File: src/rtl/uart_pkg.sv
// Shared UART definitions: FSM state encoding, default bit timing and frame widths.
// Used by uart_rx today; uart_tx will pick up the same constants.
package uart_pkg;

    localparam int DEFAULT_CLKS_PER_BIT = 100;
    localparam int DATA_BITS            = 8;
    localparam int BIT_IDX_W            = $clog2(DATA_BITS);

    typedef enum logic [2:0] {
        IDLE   = 3'd0,
        START  = 3'd1,
        DATA   = 3'd2,
        PARITY = 3'd3,
        STOP   = 3'd4,
        BREAK  = 3'd5
    } uart_state_e;

endpackage

File: src/rtl/sync_2ff.sv
// Generic 1-bit two-flop synchronizer with a configurable reset value.
module sync_2ff #(
    parameter logic RST_VAL = 1'b1
) (
    input  logic clk,
    input  logic rst,
    input  logic d,
    output logic q
);

    logic meta;

    always_ff @(posedge clk) begin
        if (rst) begin
            meta <= RST_VAL;
            q    <= RST_VAL;
        end else begin
            meta <= d;
            q    <= meta;
        end
    end

endmodule

File: src/rtl/uart_rx.sv
// UART receiver, 8N1 by default; define UART_RX_PARITY_EN for 8E1 with parity checking.
// Delivers each byte as a one-cycle valid strobe with coincident frame/parity error strobes.
module uart_rx
    import uart_pkg::*;
#(
    parameter int CLKS_PER_BIT = DEFAULT_CLKS_PER_BIT,
    parameter int CNT_W        = 16
) (
    input  logic       clk,
    input  logic       rst,
    input  logic       rx,
    output logic [7:0] data,
    output logic       valid,
    output logic       frame_err,
    output logic       parity_err,
    output logic       busy
);

    localparam logic [CNT_W-1:0] HALF_C = CNT_W'((CLKS_PER_BIT - 1) / 2);
    localparam logic [CNT_W-1:0] LAST_C = CNT_W'(CLKS_PER_BIT - 1);

    uart_state_e          state;
    logic [CNT_W-1:0]     cnt;
    logic [BIT_IDX_W-1:0] bit_idx;
    logic [DATA_BITS-1:0] shreg;
    logic                 rx_s;
    logic                 mismatch;

    sync_2ff #(.RST_VAL(1'b1)) u_sync (
        .clk (clk),
        .rst (rst),
        .d   (rx),
        .q   (rx_s)
    );

`ifdef UART_RX_PARITY_EN
    logic par_bit;

    // Even parity: XOR over data and parity bit must be 0.
    assign mismatch = ^{shreg, par_bit};

    always_ff @(posedge clk) begin
        if (rst)
            par_bit <= 1'b0;
        else if (state == PARITY && cnt == LAST_C)
            par_bit <= rx_s;
    end
`else
    assign mismatch = 1'b0;
`endif

    assign busy = (state != IDLE);

    always_ff @(posedge clk) begin
        if (rst) begin
            state      <= IDLE;
            cnt        <= '0;
            bit_idx    <= '0;
            shreg      <= '0;
            data       <= '0;
            valid      <= 1'b0;
            frame_err  <= 1'b0;
            parity_err <= 1'b0;
        end else begin
            valid      <= 1'b0;
            frame_err  <= 1'b0;
            parity_err <= 1'b0;
            case (state)
                IDLE: begin
                    cnt <= '0;
                    if (!rx_s)
                        state <= START;
                end
                START: begin
                    if (cnt == HALF_C) begin
                        // Line back high at mid start bit means it was a glitch.
                        cnt     <= '0;
                        bit_idx <= '0;
                        state   <= rx_s ? IDLE : DATA;
                    end else begin
                        cnt <= cnt + CNT_W'(1);
                    end
                end
                DATA: begin
                    if (cnt == LAST_C) begin
                        cnt            <= '0;
                        shreg[bit_idx] <= rx_s;
                        bit_idx        <= bit_idx + BIT_IDX_W'(1);
                        if (bit_idx == BIT_IDX_W'(DATA_BITS - 1)) begin
`ifdef UART_RX_PARITY_EN
                            state <= PARITY;
`else
                            state <= STOP;
`endif
                        end
                    end else begin
                        cnt <= cnt + CNT_W'(1);
                    end
                end
`ifdef UART_RX_PARITY_EN
                PARITY: begin
                    if (cnt == LAST_C) begin
                        cnt   <= '0;
                        state <= STOP;
                    end else begin
                        cnt <= cnt + CNT_W'(1);
                    end
                end
`endif
                STOP: begin
                    if (cnt == LAST_C) begin
                        cnt        <= '0;
                        data       <= shreg;
                        valid      <= 1'b1;
                        frame_err  <= ~rx_s;
                        parity_err <= mismatch;
                        // Leaving mid stop bit leaves half a bit to catch a back-to-back start.
                        state      <= rx_s ? IDLE : BREAK;
                    end else begin
                        cnt <= cnt + CNT_W'(1);
                    end
                end
                BREAK: begin
                    if (rx_s)
                        state <= IDLE;
                end
                default: state <= IDLE;
            endcase
        end
    end

endmodule

File: config.mk
export PLATFORM = sky130hd
export DESIGN_NAME = uart_rx
export DESIGN_NICKNAME = d
export VERILOG_FILES = /design/src/rtl/uart_pkg.sv /design/src/rtl/sync_2ff.sv /design/src/rtl/uart_rx.sv
export SDC_FILE = /design/constraint.sdc
export NUM_CORES = 1
export LEC_CHECK = 0
export ABC_CLOCK_PERIOD_IN_PS = 3700
export BUFFER_PORTS_ARGS = -buffer_cell sky130_fd_sc_hd__buf_2
export CAP_MARGIN = 20
export CORE_AREA = 3 3 70 72
export CTS_CLUSTER_SIZE = 20
export DETAILED_ROUTE_END_ITERATION = 7
export DIE_AREA = 0 0 73 75
export GPL_TIMING_DRIVEN = 0
export PLACE_DENSITY = 0.66
export SLEW_MARGIN = 10
export SYNTH_ARGS = -nofsm -noshare
export SYNTH_HDL_FRONTEND = slang
export SYNTH_SLANG_ARGS = --single-unit
File: constraint.sdc
create_clock -name clk -period 3.7 [get_ports clk]
set_clock_uncertainty 0.1 [all_clocks]
set_input_delay 0.74 -clock clk [delete_from_list [all_inputs] [get_ports clk]]
set_output_delay 0.74 -clock clk [all_outputs]
set_load 0.05 [all_outputs]
==> flow_metrics.py <==
metrics = {
    "sta": {
        "grt_setup_unrepaired": "no",
        "tns_ns": 0,
        "clock.fmax_ghz": 0.383,
        "finalCritPeriodShare_pct": 70.5,
        "drv_slew": 0,
        "relSlewSlack_pct": 32.0,
        "setup_viol": 0,
        "fin_ws_ns": 1.09,
        "report.final.hold_viol_count": 0,
        "tightest_slew_ns": 1.02,
        "fin_crit_ns": 2.61,
    },
    "power_and_ir_drop": {
        "irDropWorstVdd_v": 0.000177,
        "p_sw_share_pct": 20.5,
        "p_comb_share_pct": 2.2,
        "leakage_uw": 0.000873,
        "p_int_uw": 659,
        "switching_power_uw": 170,
        "powerDensity_mw_per_mm2": 351,
        "sequentialPowerShare_pct": 54.6,
        "pwr-share-clk_pct": 43.1,
    },
    "place": {
        "hpwl_mm": 3.16,
        "place_congestion": 0.800,
        "port_buffers": 12,
        "dp_slack_ns": 1.11,
        "dpl-instance-area_mm2": 0.00225,
        "placedCellCount": 323,
    },
    "finish": {
        "syn2layout_area_growth_pct": 11.1,
        "layout-drive-gt1-share_pct": 14.3,
        "final_area_mm2": 0.00236,
        "final_core_util_pct": 54.3,
        "fin_cells": 331,
        "antenna_cells": 0,
        "fin_nets": 285,
    },
    "yosys": {
        "yosysTopAreaCellShare_pct": 39.5,
        "yosysSeqAreaShare_pct": 39.5,
        "yosysWarnings": 0,
        "yosysMostFrequentCell": "dfxtp_1",
        "synthesis.area_mm2": 0.00213,
        "yosysTopAreaCell": "dfxtp_1",
        "yosys-top-cells-count": "dfxtp_1 (42), nand2_1 (35), nor2_1 (22), a21oi_1 (18), nand3_1 (16)",
        "synth_area_leaders": "dfxtp_1 (40%), nand2_1 (6.2%), mux2i_1 (4.7%), a21oi_1 (4.2%), nor2_1 (3.9%)",
        "syn_inst": 259,
        "synth-async-reset-ratio_pct": 0,
        "ys_seq_elements": 42,
        "syn_nets": 266,
        "synth_edf_count": 0,
        "syn_area_per_cell_um2": 8.22,
        "synth_ff_type": "dfxtp_1",
        "synthDistinctLibCells": 45,
    },
    "clock_network": {
        "clkTransAtPathRegs_ns": 0.08,
        "cts_max_level": 2,
        "insertion_delay_ns": 0.29,
        "cts_buffers": 5,
        "clock_sinks": 42,
        "cts_hold_buf": 0,
        "cts_tree": "built",
        "cts_resized": 0,
        "root_buffer": "clkbuf_8",
        "clockBufferDepth": 2,
        "cts_setup_buffers": 0,
    },
    "setup_path": {
        "path_class": "register to register",
        "path_buf_inv": 1,
        "slowest_delay_ns": 0.87,
        "crit_end": "cnt[10]$_SDFFE_PP0P_",
        "crit_cells": 7,
        "path_max_fanout": 10,
        "critPathTopFamily": "compound AO/OA/AOI/OAI gates",
        "worstReg2RegEnd": "cnt[10]$_SDFFE_PP0P_",
        "reg2reg_from": "cnt[0]$_SDFFE_PP0P_",
        "crit_required_ns": 3.82,
        "critical_path.cell_chain": "ha_1 > nand4b_1 > nor4_4 > o32ai_1 > buf_2 > nand2_1 > a31oi_1",
        "end_kind": "register",
        "reg2reg_depth": 7,
        "startpoint_type": "register",
        "slowest_stage": "o32ai_1",
        "crit_arrival_ns": 2.73,
        "rrSetupSlack_ns": 1.09,
        "critPathLaunch": "cnt[0]$_SDFFE_PP0P_",
    },
    "grt": {
        "grt_max_degree": 14,
        "grt_usage_pct": 17.5,
        "antenna_found_initial": 0,
        "grt_overflow": 0,
        "grt_pass1_vias": 1576,
        "grt_pass1_wl_mm": 7.40,
    },
    "die": {
        "ios": 15,
        "core_area_mm2": 0.00435,
        "rows": 24,
        "start_util_pct": 48.9,
        "fp.dieH_um": 75,
        "dieWidth_um": 73,
        "die_area_mm2": 0.00548,
    },
    "detailed_routing": {
        "ant_nets": 0,
        "drc": 0,
        "detail_route.wl_per_cell_um": 13.4,
        "drt-vias-per-instance": 5.45,
        "wl_mm": 4.43,
        "vias": 1803,
        "drt_iter0_drc": 75,
        "drt_pass1_iterations": 4,
    },
    "job": {
        "maxCapViolCount": 0,
    },
    "min_path": {
        "whs_path_depth": 1,
        "hp-class": "register to register",
    },
    "outcome": {
        "outcome": "complete, no violations",
    },
}
-- layer usage --
metal | part of all wire (%) | GRT usage (%) | wire length [µm]
met1 | 53 | 25.0 | 2360
met2 | 43 | 25.8 | 1930
met3 | 2.6 | 4.27 | 116
met4 | 0.72 | 5.53 | 32
met5 | 0 | 0 | 0
-- area by class of cell --
| cell class | count | area [µm²] |
|---|---|---|
| Buffer | 16 | 93.8 |
| Clock inverter | 2 | 37.5 |
| Clock buffer | 6 | 72.6 |
| Sequential cell | 42 | 841 |
| Inverter | 8 | 30.0 |
| Tap cell | 52 | 65.1 |
| Fill cell | 413 | 1990 |
| Timing Repair Buffer | 12 | 60.1 |
| Multi-Input combinational cell | 193 | 1160 |
-- worst register-to-register path, stage by stage, from the launching register on --
cell and delay [ns]:
dfxtp_1 0.36, ha_1 0.28, nand4b_1 0.23, nor4_4 0.10
o32ai_1 0.88, buf_2 0.36, nand2_1 0.07, a31oi_1 0.16
-- state kept, by name, indices dropped and copies added (netlist names) --
| register | cells |
|---|---|
| u_sync.q | 1 |
| state | 3 |
| u_sync.meta | 1 |
| frame_err | 1 |
| shreg | 8 |
| valid | 1 |
| bit_idx | 3 |
| cnt | 16 |
| data | 8 |
-- worst min-delay path by stage --
stage                           startpoint                   to  slack, ns
floorplan           u_sync.meta$_SDFF_PP1_  u_sync.q$_SDFF_PP1_       0.29
global placement    u_sync.meta$_SDFF_PP1_  u_sync.q$_SDFF_PP1_       0.29
detailed placement  u_sync.meta$_SDFF_PP1_  u_sync.q$_SDFF_PP1_       0.29
CTS                 u_sync.meta$_SDFF_PP1_  u_sync.q$_SDFF_PP1_       0.31
global route        u_sync.meta$_SDFF_PP1_  u_sync.q$_SDFF_PP1_       0.32
finish              u_sync.meta$_SDFF_PP1_  u_sync.q$_SDFF_PP1_       0.31
-- power by group through the flow --
stage                     combinational, µW  clock, µW  sequential (µW)
after floorplan                        13.9          0              464
final                                  18.4        358              453
after global placement                 18.4          0              464
after detailed placement               18.5          0              464
after CTS                              18.5        368              454
after global routing                   20.3        383              454
-- metrics by stage --
stage / hold WS [ns] / power (µW)
final: 0.312 / 830
after global routing: 0.320 / 857
after CTS: 0.314 / 840
after detailed placement: 0.295 / 483
after global placement: 0.293 / 483
after floorplan: 0.289 / 478
-- cell usage in the layout (no fill, tap or decap), drive strengths merged --
cell type	synthesis	routed
a21boi	1	1
a21oi	18	18
a22o	1	1
a22oi	1	1
a31oi	8	8
a41oi	4	4
and2	1	1
and3	4	4
and4	1	1
buf	11	23
bufinv	0	1
clkbuf	5	11
clkinvlp	0	1
conb	1	1
dfxtp	42	42
ha	4	4
inv	8	8
maj3	1	1
mux2i	10	10
nand2	35	35
nand2b	6	6
nand3	16	16
nand3b	5	5
nand4	6	6
nand4b	2	2
nor2	22	22
nor2b	4	4
nor3	7	7
nor4	7	7
o21ai	7	7
o21bai	1	1
o22ai	2	2
o31ai	1	1
o32ai	1	1
or2	3	3
or3	2	2
or3b	2	2
or4	4	4
xnor2	3	3
xor2	2	2
-- kinds of logic (layout without fill, tap and decap cells) --
group / Yosys count / count (layout) / synth area share (%)
mux: 10 / 10 / 4.70
other cells: 1 / 1 / 0.176
fa+ha+maj: 5 / 5 / 2.82
simple gates: 127 / 127 / 32.2
compound gates: 45 / 45 / 12.7
buf+inv: 24 / 44 / 5.82
flops: 42 / 42 / 39.5
xor+xnor: 5 / 5 / 2.06
Power figures use the tool's default switching activity.
